[config.mk]
export PLATFORM = sky130hd
export DESIGN_NAME = mux_pipe_sel
export DESIGN_NICKNAME = d
export VERILOG_FILES = /design/src/rtl/mux_pipe_pkg.sv /design/src/rtl/mux_pipe_skid.sv /design/src/rtl/mux_pipe_sel.sv
export SDC_FILE = /design/constraint.sdc
export NUM_CORES = 1
export LEC_CHECK = 0
export ABC_AREA = 1
export BUFFER_PORTS_ARGS = -buffer_cell sky130_fd_sc_hd__buf_2
export CAP_MARGIN = 10
export CORE_AREA = 3 3 40 42
export CTS_CLUSTER_SIZE = 20
export DETAILED_ROUTE_END_ITERATION = 8
export DIE_AREA = 0 0 43 45
export GPL_ROUTABILITY_DRIVEN = 0
export PLACE_DENSITY_LB_ADDON = 0.15
export SYNTH_ARGS = -nofsm -noshare
export SYNTH_HDL_FRONTEND = slang
export SYNTH_SLANG_ARGS = --single-unit
[constraint.sdc]
create_clock -name clk -period 1.49 [get_ports clk]
set_input_delay 0.2235 -clock clk [delete_from_list [all_inputs] [get_ports clk]]
set_output_delay 0.2235 -clock clk [all_outputs]
set_load 0.01 [all_outputs]
[src/rtl/mux_pipe_pkg.sv]
// mux_pipe_pkg: shared types and constants for the mux_pipe_sel slice.
//   occ_state_t : occupancy of the 2-entry output stage (EMPTY/ONE/TWO)
//   OOR_CNT_W   : width of the saturating out-of-range beat counter
package mux_pipe_pkg;

  localparam int unsigned OOR_CNT_W = 8;

  typedef enum logic [1:0] {
    EMPTY = 2'd0,
    ONE   = 2'd1,
    TWO   = 2'd2
  } occ_state_t;

endpackage

[src/rtl/mux_pipe_skid.sv]
// mux_pipe_skid: 2-entry output stage (OUT register + skid register) with a
// registered in_ready, so upstream never sees a combinational path from
// out_ready. OUT is always presented first; skid refills OUT when it drains.
// Ports:
//   clk, rst            clock, async active-high reset
//   in_data/in_valid    upstream payload and valid
//   in_ready            registered, 1 iff skid is empty
//   out_data/out_valid  registered payload and valid
//   out_ready           downstream ready
module mux_pipe_skid
  import mux_pipe_pkg::*;
#(
  parameter int unsigned PW = 1
) (
  input  logic          clk,
  input  logic          rst,
  input  logic [PW-1:0] in_data,
  input  logic          in_valid,
  output logic          in_ready,
  output logic [PW-1:0] out_data,
  output logic          out_valid,
  input  logic          out_ready
);

  occ_state_t    r_state;
  occ_state_t    w_state_nxt;
  logic [PW-1:0] r_out;
  logic [PW-1:0] r_skid;
  logic [PW-1:0] w_out_nxt;
  logic [PW-1:0] w_skid_nxt;
  logic          r_in_ready;
  logic          r_out_valid;
  logic          w_in_xfer;
  logic          w_out_xfer;

  assign w_in_xfer  = in_valid & r_in_ready;
  assign w_out_xfer = r_out_valid & out_ready;

  // State and storage registers; ready/valid are derived from the next state
  // so they are registered yet exact on the cycle after each transfer.
  always_ff @(posedge clk or posedge rst) begin
    if (rst) begin
      r_state     <= EMPTY;
      r_out       <= '0;
      r_skid      <= '0;
      r_in_ready  <= 1'b1;
      r_out_valid <= 1'b0;
    end else begin
      r_state     <= w_state_nxt;
      r_out       <= w_out_nxt;
      r_skid      <= w_skid_nxt;
      r_in_ready  <= (w_state_nxt != TWO);
      r_out_valid <= (w_state_nxt != EMPTY);
    end
  end

  // Occupancy next-state and data movement.
  always_comb begin
    w_state_nxt = r_state;
    w_out_nxt   = r_out;
    w_skid_nxt  = r_skid;
    case (r_state)
      EMPTY: begin
        if (w_in_xfer) begin
          w_state_nxt = ONE;
          w_out_nxt   = in_data;
        end
      end
      ONE: begin
        if (w_in_xfer && w_out_xfer) begin
          w_out_nxt = in_data;
        end else if (w_in_xfer) begin
          w_state_nxt = TWO;
          w_skid_nxt  = in_data;
        end else if (w_out_xfer) begin
          w_state_nxt = EMPTY;
        end
      end
      TWO: begin
        // in_ready is 0 here, so only the drain path exists.
        if (w_out_xfer) begin
          w_state_nxt = ONE;
          w_out_nxt   = r_skid;
        end
      end
      default: begin
        w_state_nxt = EMPTY;
      end
    endcase
  end

  assign in_ready  = r_in_ready;
  assign out_valid = r_out_valid;
  assign out_data  = r_out;

endmodule

[src/rtl/mux_pipe_sel.sv]
// mux_pipe_sel: N-way, W-bit channel select feeding a 2-entry registered
// output stage with valid/ready handshakes on both sides. An out-of-range
// select (s >= N) yields all-zeros.
// Optional feature (macro MUX_PIPE_OOR_EN): per-beat out-of-range flag oor
// carried alongside the data, and saturating 8-bit counter oor_cnt of
// out-of-range beats delivered downstream.
// Ports:
//   clk, rst             clock, async active-high reset
//   i [N*W]              packed channel data, channel k = i[k*W +: W]
//   s [SW]               channel select, sampled with i
//   in_valid / in_ready  upstream handshake (in_ready registered)
//   o [W]                selected data, registered
//   out_valid/out_ready  downstream handshake
//   oor, oor_cnt         (MUX_PIPE_OOR_EN only) range flag and counter
module mux_pipe_sel
  import mux_pipe_pkg::*;
#(
  parameter int N  = 9,
  parameter int W  = 1,
  parameter int SW = $clog2(N)
) (
  input  logic                 clk,
  input  logic                 rst,
  input  logic [N*W-1:0]       i,
  input  logic [SW-1:0]        s,
  input  logic                 in_valid,
  output logic                 in_ready,
  output logic [W-1:0]         o,
  output logic                 out_valid,
  input  logic                 out_ready
`ifdef MUX_PIPE_OOR_EN
  ,
  output logic                 oor,
  output logic [OOR_CNT_W-1:0] oor_cnt
`endif
);

  logic [W-1:0] w_sel;
`ifdef MUX_PIPE_OOR_EN
  logic         w_oor;
`endif

  // Select decode: only matching in-range channels drive, so s >= N gives zeros.
  always_comb begin
    w_sel = '0;
`ifdef MUX_PIPE_OOR_EN
    w_oor = 1'b1;
`endif
    for (int k = 0; k < N; k++) begin
      if (s == SW'(k)) begin
        w_sel = i[k*W +: W];
`ifdef MUX_PIPE_OOR_EN
        w_oor = 1'b0;
`endif
      end
    end
  end

`ifdef MUX_PIPE_OOR_EN
  localparam int unsigned PW = W + 1;

  logic [PW-1:0]        w_out_payload;
  logic [OOR_CNT_W-1:0] r_oor_cnt;

  // Flag rides in the MSB so it follows its beat through both entries.
  mux_pipe_skid #(.PW(PW)) u_skid (
    .clk       (clk),
    .rst       (rst),
    .in_data   ({w_oor, w_sel}),
    .in_valid  (in_valid),
    .in_ready  (in_ready),
    .out_data  (w_out_payload),
    .out_valid (out_valid),
    .out_ready (out_ready)
  );

  assign o   = w_out_payload[W-1:0];
  assign oor = w_out_payload[W];

  // Saturating count of out-of-range beats delivered downstream.
  always_ff @(posedge clk or posedge rst) begin
    if (rst) begin
      r_oor_cnt <= '0;
    end else if (out_valid && out_ready && oor && (r_oor_cnt != '1)) begin
      r_oor_cnt <= r_oor_cnt + OOR_CNT_W'(1);
    end
  end

  assign oor_cnt = r_oor_cnt;
`else
  mux_pipe_skid #(.PW(W)) u_skid (
    .clk       (clk),
    .rst       (rst),
    .in_data   (w_sel),
    .in_valid  (in_valid),
    .in_ready  (in_ready),
    .out_data  (o),
    .out_valid (out_valid),
    .out_ready (out_ready)
  );
`endif

endmodule

==> run summary, run 1 <==
The number of iterations in the first detailed-routing pass is 1. The maximum clock skew at final layout was 0.00915 ns; the power density relative to cell area was 1470 mW/mm^2. The critical path is of the reg2out type. The first routing iteration left 0 violations. The tools report the critical path endpoint category as a primary output. The buffers plus inverters on the worst setup path is 1, and the per-cell routed wire length is 8.68 um. Number of clock sinks: 6. Total of endpoints with negative setup slack in the final report: 0. The total of fill cells in the finished design was 144. The maximum VDD drop is 0.609 mV.

The die span in x is 43 um. The flow ran to the end, and the final reports show no timing, DRC or antenna violations. Static timing analysis puts the maximum clock frequency at 909 MHz. The number of warning messages in the yosys log was 0.

The total die area is 0.00194 mm^2, and the row count is 13. Detailed placement finished with a half-perimeter wire length of 713 um. From bottom edge to top edge, the die measures 45 um. The portion of the post-synthesis area used by sequential elements is 0.385. In this run the clock root is driven by a sky130_fd_sc_hd__clkbuf_4. The run gives 0.423 as the share of the core filled with cells in the final layout. The logs give 0 for the number of antenna violations at the first check in global routing and 0.00128 mm^2 for the floorplan core area. The number of antenna diodes in the final layout is 0. The number of cells after detailed placement was 93. Traced cell by cell, the critical path runs through buf_2.

The run gives 0.841 as the tightest slew margin relative to the limit. Port buffering added 19 buffers. The tool flagged a number of max-cap violations equal to 0.

The family of cells with the greatest summed delay on the critical path was flip-flops. The final period demand of the worst path was 1.10 ns. Dividing the synthesized area by the synthesized cell count gives 6.66 um^2. The classification of the worst-slack hold path was in2reg.

The number of nets in the final layout was 101; the I/O pin count was 20. The actual slew at the worst max-slew pin was 0.238 ns; the clock latency of the later-clocked register in the worst-skew pair was 0.25 ns. The number of routed nets with antenna violations is 0. The run gives 0 as the number of endpoints with negative hold slack in the final report. Summed over all layers, the global routing overflow is 0. Hold is met by 0.302 ns. The number of H-tree branching levels is 1. After detailed routing, the number of remaining DRC violations is 0. Relative to the synthesized area, the layout overhead comes to 38.2%. The per-cell via count in the routed design is 4.36, and the post-synthesis net count is 76. Arrival time at the worst endpoint: 0.88 ns. After synthesis the cells add up to 393 um^2.

Total detailed-routing wirelength: 851 um. In this run, distinct cell masters in the synthesized netlist total 15. Buffers inserted during post-CTS setup optimization: 0. For this run, the slowest stage of the critical path takes 0.52 ns. No sink is reached through more buffers than the 2 on the longest clock path. For the CTS buffer count, the log shows 3. The tools report the max-slew violation total from the final report as 0. Clock-pin slew was measured on the worst setup and hold paths at 0.04 ns.

The critical-path cell with the highest stage delay was sky130_fd_sc_hd__dfstp_2. Worst-path maximum fanout: 2. The final total negative setup slack is 0 ns, and the total vias in the final route is 427.

The proportion of layout cells with a drive suffix above 1 is 0.349. The tools report the startpoint kind of the worst setup timing path as a flop. The final cycle utilization of the critical path came out at 0.738. The tools report the instance count of the mapped netlist as 59.

The number of global-route vias before repair was 359. Setup repair after global routing left no endpoint under its margin. For the global routing usage summed across all routing layers, the log shows 0.0954.

Summed over all cells, the static leakage comes to 0.327 nW. STA puts the critical path data required time at 1.27 ns. The tools report the count of non-filler cells in the finished layout as 98. Entering global routing, the biggest net connects 7 pins. The global-route wire length before repair is 1.34 mm. The run gives 0.306 as the starting density of the core. TritonCTS built the clock tree. After synthesis the netlist holds a flip-flop and latch count of 6.
[per-layer routing]
layer	wire length (um)	share of wire	track usage
met1	380	0.45	0.105
met2	389	0.46	0.159
met3	68	0.080	0.0598
met4	13	0.015	0.0181
met5	0	0	0
[layout make-up]
class,count,area (um^2),area share
inverters,14,52.6,0.0968
clock buffers,4,26.3,0.0484
well taps,15,18.8,0.0346
flip-flops and latches,6,151,0.279
multi-input cells,39,189,0.348
repair buffers,20,105,0.194
[registers in the layout, indices dropped and copies added (netlist names)]
register,cells
u_skid.in_ready,1
u_skid.out_data,1
u_skid.out_valid,1
u_skid.r_skid,1
u_skid.r_state,2
[stage by stage]
stage	power (mW)	setup slack, ns	cell area [um^2]
finish	0.799	0.390	543
CTS	0.811	0.381	543
floorplan	0.528	0.423	393
global route	0.866	0.286	543
detailed placement	0.635	0.389	507
global placement	0.628	0.397	507
[worst reg2reg max path, delay by kind of cell (launching register included)]
kind,cells,cell delay (ns)
buf+inv,1,0.07
simple gates,7,0.45
flops,1,0.52
[cells in the mapped netlist (all sizes together)]
cell	instances	area (um^2)
nand2	15	56.3
inv	14	52.6
nor2	9	33.8
nand3	8	55.1
dfrtp	5	125
a21oi	1	5.00
a31oi	1	6.26
dfstp	1	26.3
nand3b	1	7.51
nand4	1	6.26
o21a	1	7.51
o21ai	1	5.00
or2	1	6.26
[cells in the final DEF, fill, tap and decap left out, drive strengths merged]
cell         synthesis  layout
dfrtp                5       5
nand3                8       8
nand2               15      15
a21oi                1       1
dfstp                1       1
buf                  0      19
a31oi                1       1
nand4                1       1
clkbuf               0       4
dlygate4sd3          0       1
or2                  1       1
o21ai                1       1
inv                 14      14
o21a                 1       1
nor2                 9       9
nand3b               1       1
[power by group]
group / switching (mW) / total (mW) / internal [mW]
Combinational: 0.194 / 0.331 / 0.137
Clock: 0.0631 / 0.165 / 0.102
Sequential: 0.0503 / 0.303 / 0.253
[kinds of logic (layout without fill, tap and decap cells)]
| group | Yosys count | in the layout | share of synthesized area |
|---|---|---|---|
| simple gates | 35 | 35 | 0.420 |
| buf+inv | 14 | 38 | 0.134 |
| flops | 6 | 6 | 0.385 |
| compound gates | 4 | 4 | 0.0605 |
[final timing paths]
| check | start | end | slack, ns | depth (start not counted) |
|---|---|---|---|---|
| max in group asynchronous | rst | u_skid.in_ready$_DFF_PP1_ | 0.79 | 3 |
| hold reg to reg | u_skid.out_data$_DFFE_PP0P_ | u_skid.out_data$_DFFE_PP0P_ | 0.49 | 2 |
| setup / recovery | u_skid.in_ready$_DFF_PP1_ | in_ready | 0.39 | 1 |
| setup reg to reg | u_skid.in_ready$_DFF_PP1_ | u_skid.out_data$_DFFE_PP0P_ | 0.41 | 8 |
| min in group asynchronous | rst | u_skid.out_data$_DFFE_PP0P_ | 0.43 | 3 |
| hold / removal | s[3] | u_skid.r_skid$_DFFE_PP0P_ | 0.30 | 4 |
[repair_timing]
action,CTS,global route
resized for setup,0,0
endpoints found under the hold margin,5,0
hold buffers,1,0
(Power assumes the default switching activity.)
==> inputs of run 2 (changes only) <==
Clock period 1.49 ns to 1.07 ns, I/O delays scaled along.
==> run summary, run 2 (synthesis results as in run 1) <==
The run finished with clean final reports. The floorplan has 13 rows. The worst hold path belongs to the class in2reg.

Tightest slew margin relative to the limit: 0.818. The critical path goes through nand2_2, inv_2, nand2_2, nand2_2, nand2_2, nor2_1, nand2_1, nand2_1. The placement-stage cell area was 507 um^2.

STA classifies the critical path endpoint as a flop. The flip-flop count of the largest register, all copies and words added is 2, and the largest stage delay on the critical path is 0.53 ns. Leaving out fill and tap cells, the most frequent cells in the layout are sky130_fd_sc_hd__buf_2, sky130_fd_sc_hd__nand2_1, sky130_fd_sc_hd__inv_1, sky130_fd_sc_hd__nor2_1. The actual slew at the worst max-slew pin was 0.272 ns; the internal power of the cells was 0.699 mW.

Summed over all layers, the global routing overflow is 0. The switching part of the total came out at 0.390. In this run the critical register-to-register path is launched from u_skid.in_ready$_DFF_PP1_. Grouping stages by cell kind, the critical path spends the most delay in flip-flops. TritonCTS built the clock tree. The worst hold path passes through 4 cells. The finished cells cover 553 um^2.

20 I/O pins were placed. The register bank with the most flops was u_skid.r_state. Counting cells, the worst reg-to-reg path comes to 8. The per-cell via count in the routed design was 4.39. The first detailed-routing pass ran for 3 iterations.

The run gives 7 as the pin count of the biggest net entering global routing. The tools report the source of the critical timing path as u_skid.in_ready$_DFF_PP1_. The total detailed-routing wirelength was 871 um; the iteration-0 DRC count of the detailed router was 1.

The run gives 0.325 nW as the leakage power total. Dividing total power by cell area gives a power density of 2070 mW/mm^2. The tools report the number of H-tree branching levels as 1.

The setup path with the least slack is of type reg2reg. The power share of the clock group came out at 0.196. The die is 43 um wide.

The endpoint with the worst hold slack was u_skid.r_skid$_DFFE_PP0P_. Data arrives at the worst endpoint at 1.24 ns. Clock tree synthesis inserted a total of 3 buffers. Max-cap violations in this run came to 0. Summed over all nets, the switching power comes to 0.447 mW. The clock arrives with 0.00596 ns of skew. Number of nets in the final layout: 101. The startpoint kind of the worst setup timing path was a flop. The diode insertion count for antenna repair was 0; the number of global-route vias before repair was 372. At the later pin of the worst-skew pair, clock insertion delay measures 0.25 ns. The total of endpoints with negative setup slack in the final report came out at 0. The worst-case IR drop observed on VDD is 0.845 mV. Counting stages on the worst path, the most repeated cell is sky130_fd_sc_hd__nand2_2.

Number of antenna violations at the first check in global routing: 0. Worst-path maximum fanout: 3. The critical-path cell with the highest stage delay was sky130_fd_sc_hd__dfstp_2.

The buffers plus inverters on the worst setup path is 1, and the power share of the sequential group is 0.374. The clock-pin slew on the worst setup and hold paths was 0.05 ns. Dividing the detail-routed wire length by the instance count gives 8.89 um.

Setup repair after global routing could not meet its margin everywhere. The run gives 0 as the buffers inserted during post-CTS setup optimization. The combinational fraction of design power was 0.430; the HPWL after detailed placement was 763 um. Starting density of the core: 0.306. Global routing usage summed across all routing layers: 0.112. Global-route wire length before repair: 1.46 mm. Most common cell after layout, fill and taps aside: sky130_fd_sc_hd__buf_2.

The number of routed nets with antenna violations was 0; the floorplan core area was 0.00128 mm^2. The routed layout has 430 vias. In this run the tool buffered the top-level ports with 19 buffer cells.

The final cycle utilization of the critical path was 0.988; the worst setup slack for register-to-register paths was 0.01 ns. The die covers 0.00194 mm^2. The post-route DRC violation count was 0; the area added between synthesis and finish was 40.8%. The number of endpoints with negative hold slack in the final report came out at 0.

Proportion of layout cells with a drive suffix above 1: 0.410. The logs give 1.26 ns for the required time at the endpoint of the critical path and 0.229 ns for the final-layout worst hold slack. The die is 45 um tall. In this run the critical register-to-register path is captured at u_skid.out_data$_DFFE_PP0P_. Counting along the longest clock path gives a buffer depth of 2. In this run the most critical hold path is launched from s[3]. The clock drives 6 sinks. For the max-slew violation total from the final report, the log shows 0.

The tree is rooted in a sky130_fd_sc_hd__clkbuf_4. Timing would allow up to 946 MHz. The final period demand of the worst path was 1.06 ns.
[run 2: worst max path at each step]
stage	to	slack [ns]	cells after the start
finish	u_skid.out_data$_DFFE_PP0P_	0.01	8
global route	u_skid.out_data$_DFFE_PP0P_	-0.08	8
CTS	u_skid.out_data$_DFFE_PP0P_	0.009	8
detailed placement	u_skid.out_data$_DFFE_PP0P_	-0.01	8
global placement	u_skid.out_data$_DFFE_PP0P_	0.007	8
floorplan	u_skid.out_data$_DFFE_PP0P_	0.003	8
[run 2: layout make-up]
cell class	instances	area (um^2)
Clock buffer	4	26.3
Inverter	14	52.6
Fill cell	149	732
Tap cell	15	18.8
Timing Repair Buffer	20	105
Multi-Input combinational cell	39	199
Sequential cell	6	151
[run 2: metal layers]
layer	routed length [um]	vias to the layer above	share of wire	GRT usage
met5	0	-	0	0
met4	24	0	0.028	0.0904
met3	59	2	0.068	0.0598
met2	418	16	0.48	0.174
met1	368	183	0.42	0.112
li1	-	229	-	-
[run 2: power groups by stage]
stage | combinational (mW) | clock (mW) | sequential (mW)
2_1_floorplan | 0.294 | 0 | 0.441
3_3_place_gp | 0.453 | 0 | 0.421
3_5_place_dp | 0.464 | 0 | 0.433
4_1_cts | 0.478 | 0.231 | 0.430
5_1_grt | 0.557 | 0.256 | 0.442
6_report | 0.493 | 0.224 | 0.429
[run 2: worst register-to-register path: stages (launching register included)]
cell                      delay (ns)
sky130_fd_sc_hd__dfstp_2        0.53
sky130_fd_sc_hd__nand2_2        0.05
sky130_fd_sc_hd__inv_2          0.05
sky130_fd_sc_hd__nand2_2        0.06
sky130_fd_sc_hd__nand2_2        0.06
sky130_fd_sc_hd__nand2_2        0.05
sky130_fd_sc_hd__nor2_1         0.10
sky130_fd_sc_hd__nand2_1        0.06
sky130_fd_sc_hd__nand2_1        0.05
[run 2: metrics by stage]
stage               cells   util  total power [mW]  TNS [ns]  worst slack [ns]
floorplan              59      -             0.735         0           0.00270
detailed placement     93  0.394             0.897   -0.0108           -0.0108
global route           98  0.430              1.26    -0.120           -0.0797
global placement       93  0.394             0.874         0           0.00661
finish                 98  0.430              1.15         0            0.0134
CTS                    98  0.425              1.14         0           0.00879
[run 2: timing repair]
item | 4_1_cts | 5_1_grt
pin swaps | 0 | 1
resized for setup | 2 | 3
endpoints found under the setup margin | 1 | 3
hold buffers | 1 | 0
endpoints found under the hold margin | 5 | 0
==> inputs of run 3 (changes only) <==
Settings changed: CTS_CLUSTER_DIAMETER from default to 30.
Clock period 1.07 ns to 1.28 ns, I/O delays scaled along.
==> run summary, run 3 (synthesis results as in run 1) <==
The flow ran to the end, and the final reports show no timing, DRC or antenna violations. The buffers inserted during post-CTS setup optimization came out at 0. For this design the top-level I/O count stands at 20. Setup repair after global routing left no endpoint under its margin. The leakage power total was 0.327 nW; the final cycle utilization of the critical path was 0.844.

The actual slew at the worst max-slew pin is 0.230 ns, and the number of iterations in the first detailed-routing pass is 4. Once layout is done, the placed cells without fillers occupy 543 um^2. The switching part of the total is 0.386, and the total vias in the final route is 424. The total of endpoints with negative setup slack in the final report is 0.

TritonCTS built the clock tree. The library cell used most frequently in the layout, excluding fill and tap cells, is sky130_fd_sc_hd__buf_2. For the power spent charging and discharging nets, the log shows 0.360 mW. The tools report the arrival time at the worst endpoint as 1.27 ns. Number of antenna violations at the first check in global routing: 0.

The number of input and output port buffers inserted is 19, and the height of the chip is 45 um. The floorplan step defined a die boundary enclosing 0.00194 mm^2. The number of clock sinks came out at 6. The internal portion of the total power is 0.572 mW. The root buffer cell chosen for the clock tree is sky130_fd_sc_hd__clkbuf_4.

The path class of the tightest hold or removal check is in2reg. Starting density of the core: 0.306. The combinational fraction of design power was 0.417. For the largest buffer count on any clock path, the log shows 2. After the last flow step, the layout net total stands at 101. Wires add up to 874 um. Floorplan core area: 0.00128 mm^2. After floorplanning, the core was divided into 13 placement rows. The tools report the global-route wire length before repair as 1.44 mm.

The run gives 0 as the max-slew violation total from the final report. Power spread over the standard cell area amounts to 1720 mW/mm^2. The flip-flop count of the largest register, all copies and words added came out at 2. After the first detailed-routing iteration, the DRC count stood at 4. For the worst-skew pair, the clock arrives at the later sink with an insertion delay of 0.25 ns.

In the layout the commonest cells are sky130_fd_sc_hd__buf_2, sky130_fd_sc_hd__nand2_1, sky130_fd_sc_hd__inv_1, sky130_fd_sc_hd__nor2_1. Clock-pin slew on the worst setup and hold paths: 0.05 ns. The repair_antennas step left the layout with diodes totalling 0. For the tightest slew margin relative to the limit, the log shows 0.845. The maximum VDD drop is 0.695 mV. Based on the critical path, the design can be clocked at up to 925 MHz. In this run the remaining antenna-violating nets after routing total 0. On the final layout, the worst clock skew is 0.00590 ns. Buffers inserted during clock tree synthesis total 3.

The required time at the endpoint of the critical path came out at 1.47 ns. The global routing usage summed across all routing layers came out at 0.110. Number of global-route vias before repair: 360. The worst-path maximum fanout was 3.

Startpoint kind of the worst setup timing path: a flop. After detailed routing, the number of remaining DRC violations is 0. The critical path is of the reg2reg type. For the placement-stage cell area, the log shows 507 um^2.

The tool flagged a number of max-cap violations equal to 0. The per-cell via count in the routed design works out to 4.33. The register bank with the most flops is u_skid.r_state. The proportion of layout cells with a drive suffix above 1 is 0.349.

The power share of the sequential group was 0.382; the number of endpoints with negative hold slack in the final report was 0. The final period demand of the worst path was 1.08 ns; the die span in x was 43 um. Excluding fillers, the count of instances in the completed layout stands at 98.

The total overflow left after global routing is 0. Summed over all failing endpoints, the final setup total negative slack is 0 ns. Dividing the detail-routed wire length by the instance count gives 8.92 um. In this run, placement finished with an instance count of 93.

Once detailed placement completed, the half-perimeter wirelength came to 763 um. From synthesis to final layout, the design area changed by 38.2%. The number of H-tree branching levels came out at 1.

The tools report the critical path endpoint category as a flop. The tools report the power share of the clock group as 0.201. The tools report the pin count of the biggest net entering global routing as 7.
-- run 3: cell counts in the layout (fill, tap and decap cells not counted) --
Identical to the previous run, type by type.
-- run 3: final cells by class --
type / count / area, um^2
Clock buffer: 4 / 26.3
Fill cell: 151 / 742
Inverter: 14 / 52.6
Multi-Input combinational cell: 39 / 189
Sequential cell: 6 / 151
Tap cell: 15 / 18.8
Timing Repair Buffer: 20 / 105
-- run 3: path summary, 6_finish.rpt --
path | start | to | slack [ns] | cells after the start
max | u_skid.in_ready$_DFF_PP1_ | u_skid.out_data$_DFFE_PP0P_ | 0.20 | 8
min | s[3] | u_skid.r_skid$_DFFE_PP0P_ | 0.26 | 4
max reg2reg | u_skid.in_ready$_DFF_PP1_ | u_skid.out_data$_DFFE_PP0P_ | 0.20 | 8
min reg2reg | u_skid.out_data$_DFFE_PP0P_ | u_skid.out_data$_DFFE_PP0P_ | 0.48 | 2
max in group asynchronous | rst | u_skid.in_ready$_DFF_PP1_ | 0.63 | 3
min in group asynchronous | rst | u_skid.out_data$_DFFE_PP0P_ | 0.39 | 3
-- run 3: per-layer routing --
metal | up-vias | part of all wire | GRT usage
li1 | 228 | - | -
met1 | 178 | 0.44 | 0.112
met2 | 16 | 0.46 | 0.168
met3 | 2 | 0.068 | 0.0598
met4 | 0 | 0.027 | 0.0904
met5 | - | 0 | 0
-- run 3: repair_timing --
item | CTS | global route
hold buffers | 1 | 0
endpoints found under the hold margin | 5 | 0
gates resized for setup | 0 | 0
setup endpoints to repair | 0 | 0
-- run 3: critical path: stages, from the launching register on --
cell and delay [ns]:
sky130_fd_sc_hd__dfstp_2 0.52, sky130_fd_sc_hd__nand2_1 0.06, sky130_fd_sc_hd__inv_1 0.06, sky130_fd_sc_hd__nand2_1 0.08, sky130_fd_sc_hd__nand2_1 0.06, sky130_fd_sc_hd__nand2_1 0.06, sky130_fd_sc_hd__nor2_1 0.09, sky130_fd_sc_hd__nand2_1 0.06
sky130_fd_sc_hd__nand2_1 0.05
-- run 3: power by group through the flow --
| stage | combinational [mW] | clock, mW | sequential [mW] |
|---|---|---|---|
| finish | 0.388 | 0.187 | 0.356 |
| global route | 0.436 | 0.214 | 0.367 |
| CTS | 0.392 | 0.193 | 0.359 |
| detailed placement | 0.388 | 0 | 0.362 |
| global placement | 0.379 | 0 | 0.352 |
| floorplan | 0.246 | 0 | 0.369 |
-- run 3: per-stage QoR --
step / hold slack (ns) / setup slack [ns] / util / total power, mW
after floorplan: -0.0178 / 0.213 / - / 0.615
after global placement: 0.119 / 0.217 / 0.394 / 0.730
after detailed placement: 0.115 / 0.199 / 0.394 / 0.750
after CTS: 0.263 / 0.194 / 0.423 / 0.945
after global routing: 0.282 / 0.0784 / 0.423 / 1.02
final: 0.261 / 0.199 / 0.423 / 0.932
